$ cat src/rtl/stopwatch_ctrl.sv
// stopwatch_ctrl: 0.1 s resolution stopwatch (00.0 .. 59.9) with start/pause and clear
// buttons, driving a multiplexed three-digit active-low seven-segment display.
module stopwatch_ctrl #(
  parameter int TICK_DIV = 500000,
  parameter int SCAN_DIV = 50000
) (
  input  logic       clock,
  input  logic       resetn,
  input  logic       start_stop,
  input  logic       clear,
  output logic       running,
  output logic       tick,
  output logic [3:0] d_tenths,
  output logic [3:0] d_sec_u,
  output logic [3:0] d_sec_t,
  output logic [2:0] digit_sel,
  output logic       a,
  output logic       b,
  output logic       c,
  output logic       d,
  output logic       e,
  output logic       f,
  output logic       g
);

  localparam int PW = (TICK_DIV > 1) ? $clog2(TICK_DIV) : 1;
  localparam int SW = (SCAN_DIV > 1) ? $clog2(SCAN_DIV) : 1;
  localparam logic [PW-1:0] PRE_MAX  = PW'(TICK_DIV - 1);
  localparam logic [SW-1:0] SCAN_MAX = SW'(SCAN_DIV - 1);

  typedef enum logic [1:0] {IDLE = 2'd0, RUN = 2'd1, PAUSE = 2'd2} state_t;

  function automatic logic [6:0] seg7(input logic [3:0] v);
    case (v)
      4'd0:    seg7 = 7'b0000001;
      4'd1:    seg7 = 7'b1001111;
      4'd2:    seg7 = 7'b0010010;
      4'd3:    seg7 = 7'b0000110;
      4'd4:    seg7 = 7'b1001100;
      4'd5:    seg7 = 7'b0100100;
      4'd6:    seg7 = 7'b0100000;
      4'd7:    seg7 = 7'b0001111;
      4'd8:    seg7 = 7'b0000000;
      4'd9:    seg7 = 7'b0000100;
      default: seg7 = 7'b1111111;
    endcase
  endfunction

  logic [1:0]    ss_sync_r, cl_sync_r, fill_r;
  logic          ss_prev_r, cl_prev_r, ss_armed_r, cl_armed_r;
  logic          start_cmd_s, clear_cmd_s;
  state_t        state_r, state_nx;
  logic [PW-1:0] pre_r, pre_nx;
  logic          tick_r, tick_nx, running_r;
  logic [3:0]    ten_r, secu_r, sect_r, ten_nx, secu_nx, sect_nx, shown_s;
  logic [SW-1:0] scan_r, scan_nx;
  logic [1:0]    idx_r, idx_nx;
  logic [2:0]    dsel_r, dsel_nx;
  logic [6:0]    seg_r;

  // Button synchronizers; a button arms only after a genuine synchronized low is seen.
  always_ff @(posedge clock or negedge resetn) begin
    if (!resetn) begin
      ss_sync_r  <= 2'b00;
      cl_sync_r  <= 2'b00;
      ss_prev_r  <= 1'b0;
      cl_prev_r  <= 1'b0;
      fill_r     <= 2'd0;
      ss_armed_r <= 1'b0;
      cl_armed_r <= 1'b0;
    end else begin
      ss_sync_r <= {ss_sync_r[0], start_stop};
      cl_sync_r <= {cl_sync_r[0], clear};
      ss_prev_r <= ss_sync_r[1];
      cl_prev_r <= cl_sync_r[1];
      if (fill_r != 2'd2) begin
        fill_r <= fill_r + 2'd1;
      end else begin
        ss_armed_r <= ss_armed_r | ~ss_sync_r[1];
        cl_armed_r <= cl_armed_r | ~cl_sync_r[1];
      end
    end
  end

  assign start_cmd_s = ss_sync_r[1] & ~ss_prev_r & ss_armed_r;
  assign clear_cmd_s = cl_sync_r[1] & ~cl_prev_r & cl_armed_r;

  // FSM state register.
  always_ff @(posedge clock or negedge resetn) begin
    if (!resetn) begin
      state_r <= IDLE;
    end else begin
      state_r <= state_nx;
    end
  end

  // Next state; in PAUSE a simultaneous clear beats start.
  always_comb begin
    state_nx = state_r;
    case (state_r)
      IDLE:    state_nx = start_cmd_s ? RUN : IDLE;
      RUN:     state_nx = start_cmd_s ? PAUSE : RUN;
      PAUSE: begin
        if (clear_cmd_s) begin
          state_nx = IDLE;
        end else if (start_cmd_s) begin
          state_nx = RUN;
        end else begin
          state_nx = PAUSE;
        end
      end
      default: state_nx = IDLE;
    endcase
  end

  // Prescaler and BCD counter cascade.
  always_comb begin
    pre_nx  = pre_r;
    tick_nx = 1'b0;
    ten_nx  = ten_r;
    secu_nx = secu_r;
    sect_nx = sect_r;
    if (state_nx == IDLE) begin
      pre_nx  = '0;
      ten_nx  = 4'd0;
      secu_nx = 4'd0;
      sect_nx = 4'd0;
    end else if (state_r == RUN) begin
      if (pre_r == PRE_MAX) begin
        pre_nx  = '0;
        tick_nx = 1'b1;
        if (ten_r == 4'd9) begin
          ten_nx = 4'd0;
          if (secu_r == 4'd9) begin
            secu_nx = 4'd0;
            if (sect_r == 4'd5) begin
              sect_nx = 4'd0;
            end else begin
              sect_nx = sect_r + 4'd1;
            end
          end else begin
            secu_nx = secu_r + 4'd1;
          end
        end else begin
          ten_nx = ten_r + 4'd1;
        end
      end else begin
        pre_nx = pre_r + PW'(1);
      end
    end else begin
      pre_nx = pre_r;
    end
  end

  // Display scan; digit select and segments derive from the same next-index value.
  always_comb begin
    scan_nx = scan_r;
    idx_nx  = idx_r;
    dsel_nx = 3'b110;
    shown_s = ten_nx;
    if (scan_r == SCAN_MAX) begin
      scan_nx = '0;
      case (idx_r)
        2'd0:    idx_nx = 2'd1;
        2'd1:    idx_nx = 2'd2;
        default: idx_nx = 2'd0;
      endcase
    end else begin
      scan_nx = scan_r + SW'(1);
    end
    case (idx_nx)
      2'd1: begin
        dsel_nx = 3'b101;
        shown_s = secu_nx;
      end
      2'd2: begin
        dsel_nx = 3'b011;
        shown_s = sect_nx;
      end
      default: begin
        dsel_nx = 3'b110;
        shown_s = ten_nx;
      end
    endcase
  end

  // Datapath and output registers.
  always_ff @(posedge clock or negedge resetn) begin
    if (!resetn) begin
      pre_r     <= '0;
      tick_r    <= 1'b0;
      running_r <= 1'b0;
      ten_r     <= 4'd0;
      secu_r    <= 4'd0;
      sect_r    <= 4'd0;
      scan_r    <= '0;
      idx_r     <= 2'd0;
      dsel_r    <= 3'b110;
      seg_r     <= 7'b0000001;
    end else begin
      pre_r     <= pre_nx;
      tick_r    <= tick_nx;
      running_r <= (state_nx == RUN);
      ten_r     <= ten_nx;
      secu_r    <= secu_nx;
      sect_r    <= sect_nx;
      scan_r    <= scan_nx;
      idx_r     <= idx_nx;
      dsel_r    <= dsel_nx;
      seg_r     <= seg7(shown_s);
    end
  end

  assign running   = running_r;
  assign tick      = tick_r;
  assign d_tenths  = ten_r;
  assign d_sec_u   = secu_r;
  assign d_sec_t   = sect_r;
  assign digit_sel = dsel_r;
  assign {a, b, c, d, e, f, g} = seg_r;

endmodule

$ cat config.mk
export PLATFORM = sky130hd
export DESIGN_NAME = stopwatch_ctrl
export DESIGN_NICKNAME = d
export VERILOG_FILES = /design/src/rtl/stopwatch_ctrl.sv
export SDC_FILE = /design/constraint.sdc
export NUM_CORES = 1
export LEC_CHECK = 0
export ABC_CLOCK_PERIOD_IN_PS = 6800
export CAP_MARGIN = 5
export CELL_PAD_IN_SITES_DETAIL_PLACEMENT = 1
export CELL_PAD_IN_SITES_GLOBAL_PLACEMENT = 1
export CORE_ASPECT_RATIO = 0.9
export CORE_MARGIN = 5
export CORE_UTILIZATION = 49
export CTS_CLUSTER_SIZE = 28
export DETAILED_ROUTE_END_ITERATION = 6
export PLACE_DENSITY = 0.87
export SLEW_MARGIN = 25
export SYNTH_ARGS = -nofsm -noshare
export SYNTH_HDL_FRONTEND = slang
export SYNTH_SLANG_ARGS = --single-unit
$ cat constraint.sdc
create_clock -name clock -period 6.8 [get_ports clock]
set_input_delay 2.04 -clock clock [delete_from_list [all_inputs] [get_ports clock]]
set_output_delay 2.04 -clock clock [all_outputs]
set_load 0.005 [all_outputs]
==> results.sh <==
export IMPL_tightest_slew_ps=933.4
export IMPL_skew_ps=5.398
export IMPL_cp_max_fo=11
export IMPL_ctsResizeCount=0
export IMPL_min_period_ps=4146
export IMPL_gp_congestion=0.8929
export IMPL_post_cts_buffers=0
export IMPL_clk_pin_slew_ps=80
export IMPL_first_pass_iters=4
export IMPL_final_antenna_net_count=0
export IMPL_die_x_um=103.4
export IMPL_clock_path_buffers=2
export IMPL_route_detailed_drc=0
export IMPL_synth_commonest_cells="dfrtp_1, nor2_1, nand2_1"
export IMPL_cap_violations=0
export IMPL_path_class="flip-flop to flip-flop"
export IMPL_drtIter0Drc=112
export IMPL_final_setup_tns_ps=0
export IMPL_ys_async_sr_fraction_pct=100.0
export IMPL_dieHeight_um=94.07
export IMPL_wirelength_um=9771
export IMPL_cp_start_kind="flip-flop"
export IMPL_post_drt_via_cell_ratio=5.983
export IMPL_fin_ws_ps=2654
export IMPL_tritoncts="yes"
export IMPL_dp_hpwl_um=7086
export IMPL_ys_warn_count=0
export IMPL_grt_overflow=0
export IMPL_rsz0062_at_grt="false"
export IMPL_insertion_delay_ps=350
export IMPL_cts_sinks=73
export IMPL_grt_max_degree=74
export IMPL_powerDensity_nw_per_um2=219.2
export IMPL_antenna_found_initial=0
export IMPL_htreeDepth=3
export IMPL_core_sq_um=7582
export IMPL_finalMaxSlewViolations=0
export IMPL_synth_top_area_share_pct=45.53
export IMPL_root_buffer="clkbuf_8"
export IMPL_fp_row_count=30
export IMPL_worstHoldPathType="flip-flop to flip-flop"
export IMPL_synth_fp_nets=413
export IMPL_relSlewSlack_pct=37.50
export IMPL_ys_seq_elements=73
export IMPL_max_stage_delay_ps=820
export IMPL_synth_area_leaders="dfrtp_1, ha_1, nor2_1"
export IMPL_seq_area_frac_synth_pct=47.58
export IMPL_ir_drop_uv=108.6
export IMPL_io_buffers=27
export IMPL_ioPinCount=28
export IMPL_finalCritPeriodShare_pct=60.97
export IMPL_cts_buffers=9
export IMPL_slowest_stage="a222oi_1"
export IMPL_synth_most_common_cell="dfrtp_1"
export IMPL_p_leak_nw=1.900
export IMPL_synth_area_sq_um=3847
export IMPL_status="complete, no violations"
export IMPL_setup_viol=0
export IMPL_synth_edf_count=0
export IMPL_preCtsSetupSlack_ps=2692
export IMPL_die_area_sq_um=9727
export IMPL_ctsHoldBuffers=0
export IMPL_drive_above_1_share_pct=7.512
export IMPL_syn_mean_instance_area_sq_um=9.840
export IMPL_synth_ff_type="dfrtp_1"
export IMPL_grt_util_all_layers_pct=21.74
export IMPL_wire_per_inst_um=18.72
export IMPL_grt_pass1_vias=3299
export IMPL_end_kind="flip-flop"
export IMPL_syn_inst=391
export IMPL_max_freq_mhz=241.2
export IMPL_num_antenna_cells=0
export IMPL_hold_viol_final=0
export IMPL_area_growth_pct=14.83
export IMPL_synth_top_cell_by_area="dfrtp_1"
export IMPL_grt_pass1_wl_um=16450
export IMPL_crit_required_ps=7010
export IMPL_total_power_uw=968.5
export IMPL_crit_arrival_ps=4350
export IMPL_synth_cell_type_count=59
export IMPL_num_vias=3123
export IMPL_initial_core_util_pct=50.74
export IMPL_crit_chain="ha_1 > and3_1 > nand4_1 > nor2_1 > nand2_1 > o21ai_0 > inv_1 > ha_1 > nor2b_1 > a222oi_1 > inv_1 > ha_1 > inv_1 > a2bb2oi_1"
export IMPL_final_nets=443
-- critical path: cells and delay by family, from the launching register on --
kind                     cells  cell delay [ps]
AND/OR/NAND/NOR              5             1210
buffers and inverters        3              370
flip-flops                   1              400
adder cells (fa/ha/maj)      3              750
AO/OA/AOI/OAI                3             1280
-- cells in the final DEF (no fill, tap or decap), types with 2 or more instances in the layout --
master           synthesis  routed
a211oi_1                 4       4
a21o_1                   3       3
a21oi_1                 12      12
a311oi_1                 2       2
and2_1                   5       5
and3_1                  13      13
and3b_1                  4       4
and4bb_1                 2       2
bufinv_16                0       2
clkbuf_8                 0      10
clkdlybuf4s50_1          0      26
dfrtp_1                 70      70
dfstp_2                  3       3
ha_1                    18      18
inv_1                   22      22
mux2i_1                  3       3
nand2_1                 36      36
nand2b_1                 8       8
nand3_1                 15      15
nand3b_1                 2       2
nand4_1                  9       9
nand4b_1                 2       2
nor2_1                  37      37
nor2b_1                  3       3
nor3_1                   9       9
nor4_1                   4       4
nor4b_1                  3       3
o211ai_1                 4       4
o21ai_0                 26      26
o21ai_1                  2       2
o21ai_2                  2       2
o31ai_1                  5       5
o41ai_1                  3       3
or3_1                    8       8
xnor2_1                  8       8
xor2_1                  11      11
-- final cells by class --
| cell class | count | area, sq um |
|---|---|---|
| Clock buffer | 10 | 137.6 |
| Clock inverter | 6 | 90.09 |
| Fill cell | 891 | 3164 |
| Inverter | 22 | 82.58 |
| Multi-Input combinational cell | 287 | 1878 |
| Sequential cell | 73 | 1831 |
| Tap cell | 96 | 120.1 |
| Timing Repair Buffer | 28 | 279.0 |
-- flip-flops by register name (all words and copies together) (netlist names) --
register and cells:
pre_r 19, fill_r 2, seg_r 7, ss_armed_r 1
state_r 2, cl_prev_r 1, ss_prev_r 1, ss_sync_r 2
scan_r 16, cl_armed_r 1, tick 1, running 1
cl_sync_r 2, idx_r 2, d_sec_t 4, digit_sel 3
d_sec_u 4, d_tenths 4
-- worst paths after layout --
check                        startpoint            to  slack (ps)  cells past startpoint
setup reg to reg              scan_r[0]      seg_r[5]        2650                     14
min in group asynchronous        resetn    scan_r[10]        1690                      1
setup / recovery              scan_r[0]      seg_r[5]        2650                     14
max in group asynchronous        resetn   d_tenths[2]        4650                      1
hold / removal             ss_sync_r[0]  ss_sync_r[1]         360                      0
hold reg to reg            ss_sync_r[0]  ss_sync_r[1]         360                      0
-- cell families (layout without fill, tap and decap cells) --
family          count (synthesis)  after routing  synth area share, %
compound gates                 75             75                12.98
fa+ha+maj                      18             18                5.854
buf+inv                        31             66                3.610
simple gates                  170            170                24.20
mux                             5              5                1.463
flops                          73             73                47.58
xor+xnor                       19             19                4.325
-- metrics by stage --
stage | utilization [%] | instance area (sq um) | cells | hold WS [ps]
after global routing | 58.27 | 4418 | 522 | 371.2
final | 58.27 | 4418 | 522 | 356.9
after CTS | 58.22 | 4414 | 522 | 364.4
after global placement | 55.21 | 4187 | 506 | 334.7
after floorplan | - | 3847 | 391 | 331.2
after detailed placement | 55.21 | 4187 | 506 | 345.0
-- power breakdown --
| part | internal, mW | leakage [nW] | total [mW] | switching, mW |
|---|---|---|---|---|
| clock network | 0.218 | 0.113 | 0.388 | 0.170 |
| logic | 0.0343 | 0.827 | 0.122 | 0.0874 |
| registers | 0.446 | 0.960 | 0.459 | 0.0132 |
| total | 0.698 | 1.90 | 0.969 | 0.271 |
-- per-layer routing --
| metal | track usage (%) | wire (um) | up-vias |
|---|---|---|---|
| met2 | 35.83 | 4900 | 68 |
| met3 | 6.385 | 448 | 7 |
| met5 | 0 | 0 | - |
| met4 | 5.825 | 109 | 0 |
| met1 | 27.69 | 4312 | 1585 |
| li1 | - | - | 1463 |
(Power assumes the default switching activity.)
